**src/rtl/mesh_traffic_sequencer.sv**
```systemverilog
// Host-facing control stage for the loader/mesh/PMU cosim top: queues per-node loader
// commands, launches the loaders, waits for idle, then streams every PMU counter back.
module mesh_traffic_sequencer #(
  parameter int unsigned NODES          = 16,
  parameter int unsigned PMU_REGS       = 8,
  parameter int unsigned GUARD_CYCLES   = 4,
  parameter int unsigned TIMEOUT_CYCLES = 65535,
  localparam int unsigned NW = (NODES > 1) ? $clog2(NODES) : 1,
  localparam int unsigned RW = (PMU_REGS > 1) ? $clog2(PMU_REGS) : 1,
  localparam int unsigned GW = $clog2(GUARD_CYCLES + 1),
  localparam int unsigned CW = $clog2(TIMEOUT_CYCLES + 1)
) (
  input  logic          aclk,
  input  logic          areset,
  input  logic          cmd_valid_i,
  output logic          cmd_ready_o,
  input  logic [NW-1:0] cmd_node_i,
  input  logic [4:0]    cmd_id_i,
  input  logic          cmd_write_i,
  input  logic [7:0]    cmd_axlen_i,
  input  logic          cmd_resp_wait_i,
  input  logic          run_i,
  output logic [4:0]    id_o        [NODES],
  output logic          write_o     [NODES],
  output logic [7:0]    axlen_o     [NODES],
  output logic          resp_wait_o [NODES],
  output logic          fifo_push_o [NODES],
  output logic          start_o,
  input  logic          idle_i      [NODES],
  output logic [4:0]    pmu_addr_o  [NODES],
  input  logic [31:0]   pmu_data_i  [NODES],
  output logic          res_valid_o,
  input  logic          res_ready_i,
  output logic [NW-1:0] res_node_o,
  output logic [4:0]    res_addr_o,
  output logic [31:0]   res_data_o,
  output logic          busy_o,
  output logic          done_o,
  output logic          timeout_o
);

  typedef enum logic [2:0] {
    S_IDLE, S_START, S_GUARD, S_WAIT_IDLE, S_SWEEP, S_DONE
  } state_e;

  state_e        state_q, state_d;
  logic [4:0]    id_q [NODES], id_d [NODES];
  logic          write_q [NODES], write_d [NODES];
  logic [7:0]    axlen_q [NODES], axlen_d [NODES];
  logic          resp_wait_q [NODES], resp_wait_d [NODES];
  logic          push_q [NODES], push_d [NODES];
  logic          start_q, start_d;
  logic [GW-1:0] guard_q, guard_d;
  logic [CW-1:0] wait_q, wait_d;
  logic          timeout_q, timeout_d;
  logic [NW-1:0] node_q, node_d;
  logic [RW-1:0] reg_q, reg_d;
  logic          res_valid_q, res_valid_d;
  logic [NW-1:0] res_node_q, res_node_d;
  logic [4:0]    res_addr_q, res_addr_d;
  logic [31:0]   res_data_q, res_data_d;
  logic          all_idle;

  always_comb begin
    all_idle = 1'b1;
    for (int unsigned i = 0; i < NODES; i++) begin
      if (!idle_i[i]) all_idle = 1'b0;
    end
  end

  always_comb begin
    state_d     = state_q;
    id_d        = id_q;
    write_d     = write_q;
    axlen_d     = axlen_q;
    resp_wait_d = resp_wait_q;
    push_d      = '{default: 1'b0};
    start_d     = 1'b0;
    guard_d     = guard_q;
    wait_d      = wait_q;
    timeout_d   = timeout_q;
    node_d      = node_q;
    reg_d       = reg_q;
    res_valid_d = res_valid_q;
    res_node_d  = res_node_q;
    res_addr_d  = res_addr_q;
    res_data_d  = res_data_q;

    unique case (state_q)
      S_IDLE: begin
        if (cmd_valid_i) begin
          id_d[cmd_node_i]        = cmd_id_i;
          write_d[cmd_node_i]     = cmd_write_i;
          axlen_d[cmd_node_i]     = cmd_axlen_i;
          resp_wait_d[cmd_node_i] = cmd_resp_wait_i;
          push_d[cmd_node_i]      = 1'b1;
        end
        if (run_i) begin
          state_d   = S_START;
          timeout_d = 1'b0;
        end
      end
      // start_o is registered so a same-cycle command push always lands a cycle ahead of it
      S_START: begin
        start_d = 1'b1;
        guard_d = GW'(GUARD_CYCLES - 1);
        state_d = S_GUARD;
      end
      S_GUARD: begin
        if (guard_q == '0) begin
          state_d = S_WAIT_IDLE;
          wait_d  = '0;
        end else begin
          guard_d = guard_q - 1'b1;
        end
      end
      S_WAIT_IDLE: begin
        if (all_idle) begin
          state_d = S_SWEEP;
          node_d  = '0;
          reg_d   = '0;
        end else if (wait_q == CW'(TIMEOUT_CYCLES - 1)) begin
          timeout_d = 1'b1;
          state_d   = S_SWEEP;
          node_d    = '0;
          reg_d     = '0;
        end else if (wait_q != '1) begin
          wait_d = wait_q + 1'b1;
        end
      end
      // Alternate capture and present phases: one result per two cycles at best
      S_SWEEP: begin
        if (!res_valid_q) begin
          res_valid_d = 1'b1;
          res_node_d  = node_q;
          res_addr_d  = 5'(reg_q);
          res_data_d  = pmu_data_i[node_q];
        end else if (res_ready_i) begin
          res_valid_d = 1'b0;
          if (node_q == NW'(NODES - 1) && reg_q == RW'(PMU_REGS - 1)) begin
            state_d = S_DONE;
          end else if (reg_q == RW'(PMU_REGS - 1)) begin
            reg_d  = '0;
            node_d = node_q + 1'b1;
          end else begin
            reg_d = reg_q + 1'b1;
          end
        end
      end
      S_DONE:  state_d = S_IDLE;
      default: state_d = S_IDLE;
    endcase
  end

  always_ff @(posedge aclk) begin
    if (areset) begin
      state_q     <= S_IDLE;
      id_q        <= '{default: '0};
      write_q     <= '{default: 1'b0};
      axlen_q     <= '{default: '0};
      resp_wait_q <= '{default: 1'b0};
      push_q      <= '{default: 1'b0};
      start_q     <= 1'b0;
      guard_q     <= '0;
      wait_q      <= '0;
      timeout_q   <= 1'b0;
      node_q      <= '0;
      reg_q       <= '0;
      res_valid_q <= 1'b0;
      res_node_q  <= '0;
      res_addr_q  <= '0;
      res_data_q  <= '0;
    end else begin
      state_q     <= state_d;
      id_q        <= id_d;
      write_q     <= write_d;
      axlen_q     <= axlen_d;
      resp_wait_q <= resp_wait_d;
      push_q      <= push_d;
      start_q     <= start_d;
      guard_q     <= guard_d;
      wait_q      <= wait_d;
      timeout_q   <= timeout_d;
      node_q      <= node_d;
      reg_q       <= reg_d;
      res_valid_q <= res_valid_d;
      res_node_q  <= res_node_d;
      res_addr_q  <= res_addr_d;
      res_data_q  <= res_data_d;
    end
  end

  always_comb begin
    for (int unsigned i = 0; i < NODES; i++) begin
      pmu_addr_o[i] = '0;
      if (state_q == S_SWEEP && node_q == NW'(i)) pmu_addr_o[i] = 5'(reg_q);
    end
  end

  assign id_o        = id_q;
  assign write_o     = write_q;
  assign axlen_o     = axlen_q;
  assign resp_wait_o = resp_wait_q;
  assign fifo_push_o = push_q;
  assign start_o     = start_q;
  assign res_valid_o = res_valid_q;
  assign res_node_o  = res_node_q;
  assign res_addr_o  = res_addr_q;
  assign res_data_o  = res_data_q;
  assign timeout_o   = timeout_q;
  assign cmd_ready_o = (state_q == S_IDLE);
  assign busy_o      = (state_q != S_IDLE);
  assign done_o      = (state_q == S_DONE);

endmodule

```
**config.mk**
```make
export PLATFORM = sky130hd
export DESIGN_NAME = mesh_traffic_sequencer
export DESIGN_NICKNAME = d
export VERILOG_FILES = /design/src/rtl/mesh_traffic_sequencer.sv
export SDC_FILE = /design/constraint.sdc
export NUM_CORES = 1
export LEC_CHECK = 0
export BUFFER_PORTS_ARGS = -buffer_cell sky130_fd_sc_hd__buf_2
export CAP_MARGIN = 30
export CORE_AREA = 2 2 367 369
export CTS_CLUSTER_SIZE = 24
export DETAILED_ROUTE_END_ITERATION = 10
export DIE_AREA = 0 0 369 371
export SLEW_MARGIN = 10
export SYNTH_ARGS = -nofsm -noshare
export SYNTH_HDL_FRONTEND = slang
export SYNTH_SLANG_ARGS = --single-unit
```
**constraint.sdc**
```tcl
create_clock -name aclk -period 2.6 [get_ports aclk]
set_clock_uncertainty 0.05 [all_clocks]
set_input_delay 0.52 -clock aclk [delete_from_list [all_inputs] [get_ports aclk]]
set_output_delay 0.52 -clock aclk [all_outputs]
set_load 0.005 [all_outputs]
```
**Yosys cells after proc, flatten, opt, wreduce, memory -nomap -nowiden**

Cells that the tools add are included.

- Register bits: 327
- Bits of input ports: 552
- Output and inout port bits: 383
- Logic and storage cells: 255

- Add/sub/neg operators: 4
- Order comparisons: 3
- Equal/unequal tests: 36
- Multiplexer cells: 81
- Bitwise logic cells: 5
- Reduce and logical (&&, ||, !) cells: 35

Operators with widths:

| cell | number |
|---|---|
| $bmux W32 S4 | 1 |
| $bwmux W128 | 1 |
| $mux W3 | 30 |
| $bwmux W80 | 1 |
| $mux W16 | 4 |
| $mux W32 | 2 |
| $bwmux W16 | 2 |
| $demux W8 S4 | 1 |
| $eq A4 B4 Y1 const B | 8 |
| $pmux W16 S2 | 1 |
| $mux W4 | 6 |
| $mux W1 | 23 |
| $ne A2 B2 Y1 const B | 11 |
| $demux W5 S4 | 1 |
| $logic_and A1 B1 Y1 | 18 |
| $add A16 B1 Y16 const B | 1 |
| $eq A16 B16 Y1 const B | 1 |
| $eq A4 B3 Y1 const B | 4 |
| $ne A16 B16 Y1 const B | 1 |
| $pmux W3 S5 | 1 |
| $pmux W3 S2 | 2 |
| $reduce_and A6 Y1 | 2 |
| $ge A5 B5 Y1 const B | 2 |
| $not A4 Y5 | 2 |
| 25 further kinds | 38 |

**Depth between registers and ports, before layout**

- Depth in word-level cells: 18
- Gate-level depth with buffers: 8
- Depth with buffers taken out: 7

**Worst setup path after synthesis**

OpenSTA, ideal clock, no wires.

- Path type: register -> output
- Start point: register node_q[3]
- End point: output port pmu_addr_o[2] in the netlist's numbering
- Arrival: 1.721 ns
- Path slack: 0.309 ns
- Stages on the path, launching flop included: 8
- Buffers on the path: 4
- Cell sequence: dfxtp_1 > clkbuf_1 > and2_1 > clkbuf_1 > clkbuf_1 > nand2_1 > clkbuf_1 > nor2_1

RTL lines:

| item | RTL line | source |
|---|---|---|
| start: declaration | 56 | `logic [NW-1:0] node_q, node_d;` |
| start signal: assignment | 184 | `node_q <= node_d;` |
| end: declaration | 30 | `output logic [4:0] pmu_addr_o [NODES],` |

==> impl_metrics.env <==
export IMPL_leakagePower_nw=10.2
export IMPL_clockBufferDepth=3
export IMPL_synth_top_cell_by_area="dfxtp_1"
export IMPL_grt_overflow_total=0
export IMPL_period_needed_ns=2.72
export IMPL_core_area_um2=133000
export IMPL_die_area_um2=137000
export IMPL_synth_area_leaders="dfxtp_1, mux4_2, nand2_1"
export IMPL_syn_area_per_cell_um2=8.80
export IMPL_hp_class="primary input to flip-flop"
export IMPL_worst_path_buf_inv=2
export IMPL_min_path_cells=2
export IMPL_start_kind="flip-flop"
export IMPL_via_per_inst=4.06
export IMPL_cts_tree="done"
export IMPL_die_x_um=369
export IMPL_clkTransAtPathRegs_ns=0.05
export IMPL_whs_ns=0.0636
export IMPL_wl_um=123000
export IMPL_reg2reg_depth=8
export IMPL_io_buffers=900
export IMPL_cp_arrival_ns=2.15
export IMPL_cts_root_buffer="clkbuf_16"
export IMPL_timing_fmax_ghz=0.367
export IMPL_drv_cap=0
export IMPL_worst_setup_path_end_kind="output port"
export IMPL_vias=18686
export IMPL_dpl_cell_count=4455
export IMPL_cts_made_buffers=43
export IMPL_synth_area_um2=16200
export IMPL_p_per_area_nw_per_um2=498
export IMPL_p_sw_mw=3.49
export IMPL_start_util_pct=12.2
export IMPL_yosysTopAreaCellShare_pct=40.3
export IMPL_hold_buffers=0
export IMPL_wire_per_inst_um=26.7
export IMPL_final_nets=3308
export IMPL_grtUsageTotal_pct=17.1
export IMPL_synth_cell_types=57
export IMPL_synth_cells=1844
export IMPL_htreeDepth=2
export IMPL_power_frac_seq_pct=40.6
export IMPL_drt_iter0_drc=1483
export IMPL_area_growth_pct=55.5
export IMPL_rsz0062_at_grt="yes"
export IMPL_gp_congestion=1.01
export IMPL_comb_power_share_pct=11.6
export IMPL_insertion_delay_ns=0.64
export IMPL_rows=134
export IMPL_pwr_share_clk_pct=47.9
export IMPL_nFillCells=14996
export IMPL_antenna_left=0
export IMPL_async_reset_ff_share_pct=0
export IMPL_postLayoutSetupSlackWorst_ns=-0.121
export IMPL_finalSetupViolCount=30
export IMPL_cp_max_fo=12
export IMPL_slew_headroom_pct=42.1
export IMPL_post_route_period_util_pct=105
export IMPL_tightestPinTransition_ns=0.868
export IMPL_grt_max_degree=172
export IMPL_ys_warn_count=0
export IMPL_synth_most_common_cell="nand2_1"
export IMPL_grt_pass1_vias=17443
export IMPL_place_hpwl_um=102000
export IMPL_cts_sinks=327
export IMPL_synthTopCellsByCount="nand2_1, dfxtp_1, a21oi_1"
export IMPL_failed_checks="negative setup slack"
export IMPL_die_h_um=371
export IMPL_yosys_register_bits=327
export IMPL_ios=935
export IMPL_p_int_mw=9.09
export IMPL_drive_above_1_share_pct=45.7
export IMPL_run_status="complete, but fails checks"
export IMPL_path_class="flip-flop to output port"
export IMPL_antenna_found_initial=111
export IMPL_hold_viol=0
export IMPL_dr_pass1_iters=5
export IMPL_worst_path_dominant_cell_family="simple AND/OR/NAND/NOR gates"
export IMPL_grt_pass1_wl_um=157000
export IMPL_max_stage_delay_ns=0.43
export IMPL_peakVddDrop_v=0.000441
export IMPL_cp_cell_sequence="or3b_4 -> or3_4 -> buf_12 -> nor2_1 -> buf_2"
export IMPL_stdcell_count=4602
export IMPL_multi_input_area_um2=8990
export IMPL_seqCellArea_um2=6570
export IMPL_synth_edf_count=0
export IMPL_synthFlopType="dfxtp_1"
export IMPL_timing_final_max_slew_violations=0
export IMPL_yosysSeqAreaShare_pct=40.3
export IMPL_cpMaxStageDelayCell="or3b_4"
export IMPL_swShare_pct=27.7
export IMPL_cp_num_cells=5
export IMPL_remaining_drc_errors=0
export IMPL_cp_required_ns=2.03
## worst register-to-register path: stages, from the launching register on
cell and delay (ns):
dfxtp_4 0.43, buf_4 0.19, buf_12 0.18, buf_4 0.21, mux4_2 0.52, mux2i_1 0.31, buf_4 0.20, o21ai_0 0.09
a22o_1 0.20
## layout by cell type (no fill, tap or decap), types with 9 or more instances in the layout
cell / count
buf_4: 91
nand4_1: 10
a21oi_1: 257
a22o_1: 35
dfxtp_1: 320
nor2_2: 10
diode_2: 59
mux4_2: 128
buf_2: 899
o21ai_0: 54
nor2_1: 73
nor3_1: 9
nand2_1: 538
a22oi_1: 32
a31oi_1: 12
nand3_1: 18
inv_1: 9
clkinvlp_4: 9
clkbuf_16: 44
mux2i_1: 28
conb_1: 34
buf_12: 23
## layer usage
layer	wire (um)	global-route usage, %	vias to the layer above
li1	-	-	8281
met1	41400	17.1	8939
met2	63900	31.7	1088
met3	8140	4.10	354
met4	8990	10.8	24
met5	166	0	-
## what timing repair did
item	CTS	global route
pin swaps	6	1
gates resized for setup	35	14
buffers inserted	10	1
endpoints found under the setup margin	49	52
cloned	4	0
## worst paths after layout
check / start / endpoint / slack, ns
worst max-delay path: state_q[0]$_SDFFE_PP0P_ / pmu_addr_o[75] / -0.12
worst min-delay path: run_i / timeout_o$_SDFFE_PP0P_ / 0.06
worst max register to register: node_q[0]$_SDFFE_PP0P_ / res_data_o[15]$_SDFFE_PP0P_ / 0.11
worst min register to register: axlen_o[98]$_SDFFE_PP0P_ / axlen_o[98]$_SDFFE_PP0P_ / 0.40
## area by class of cell
class                      count  share of cell area, %
clock inverter                18                  0.793
antenna                       59                  0.585
timing repair buffer        1024                   23.3
tap                         1768                   8.77
inverter                      11                  0.193
multi-input combinational   1339                   35.6
clock buffer                  56                   4.70
sequential                   327                   26.0
## power groups by stage
stage	Sequential, mW	Clock, mW	Combinational, mW
3_3_place_gp	5.22	0	1.41
3_5_place_dp	5.22	0	1.43
5_1_grt	5.10	6.37	1.55
2_1_floorplan	5.21	0	0.587
6_report	5.10	6.02	1.45
4_1_cts	5.10	6.18	1.45
## registers in the layout (all words and copies together) (netlist names), 16 cells and up
signal,cells
write_o,16
resp_wait_o,16
id_o,80
wait_q,16
axlen_o,128
res_data_o,32
fifo_push_o,16
## cells by family (layout without fill, tap and decap cells)
| logic type | count (synthesis) | in the layout | synth area share (%) |
|---|---|---|---|
| muxes | 160 | 160 | 19.7 |
| adders and majority gates | 10 | 10 | 0.771 |
| buffers and inverters | 211 | 1109 | 5.96 |
| other | 1 | 93 | 0.0231 |
| xor gates and xnor gates | 3 | 3 | 0.162 |
| and+or+nand+nor | 716 | 716 | 18.3 |
| AOI/OAI and AO/OA | 416 | 416 | 14.7 |
| DFF | 327 | 327 | 40.3 |
## through the flow
step	power, mW	TNS, ns	utilization [%]	setup WS, ns	area, um2
floorplan	5.79	0	-	0.309	16300
global placement	6.63	0	17.6	0.139	23300
detailed placement	6.65	0	17.6	0.120	23300
CTS	12.7	-3.68	18.8	-0.180	25000
global route	13.0	-6.88	19.0	-0.211	25200
finish	12.6	-2.60	19.0	-0.121	25200
(Power assumes the default switching activity.)
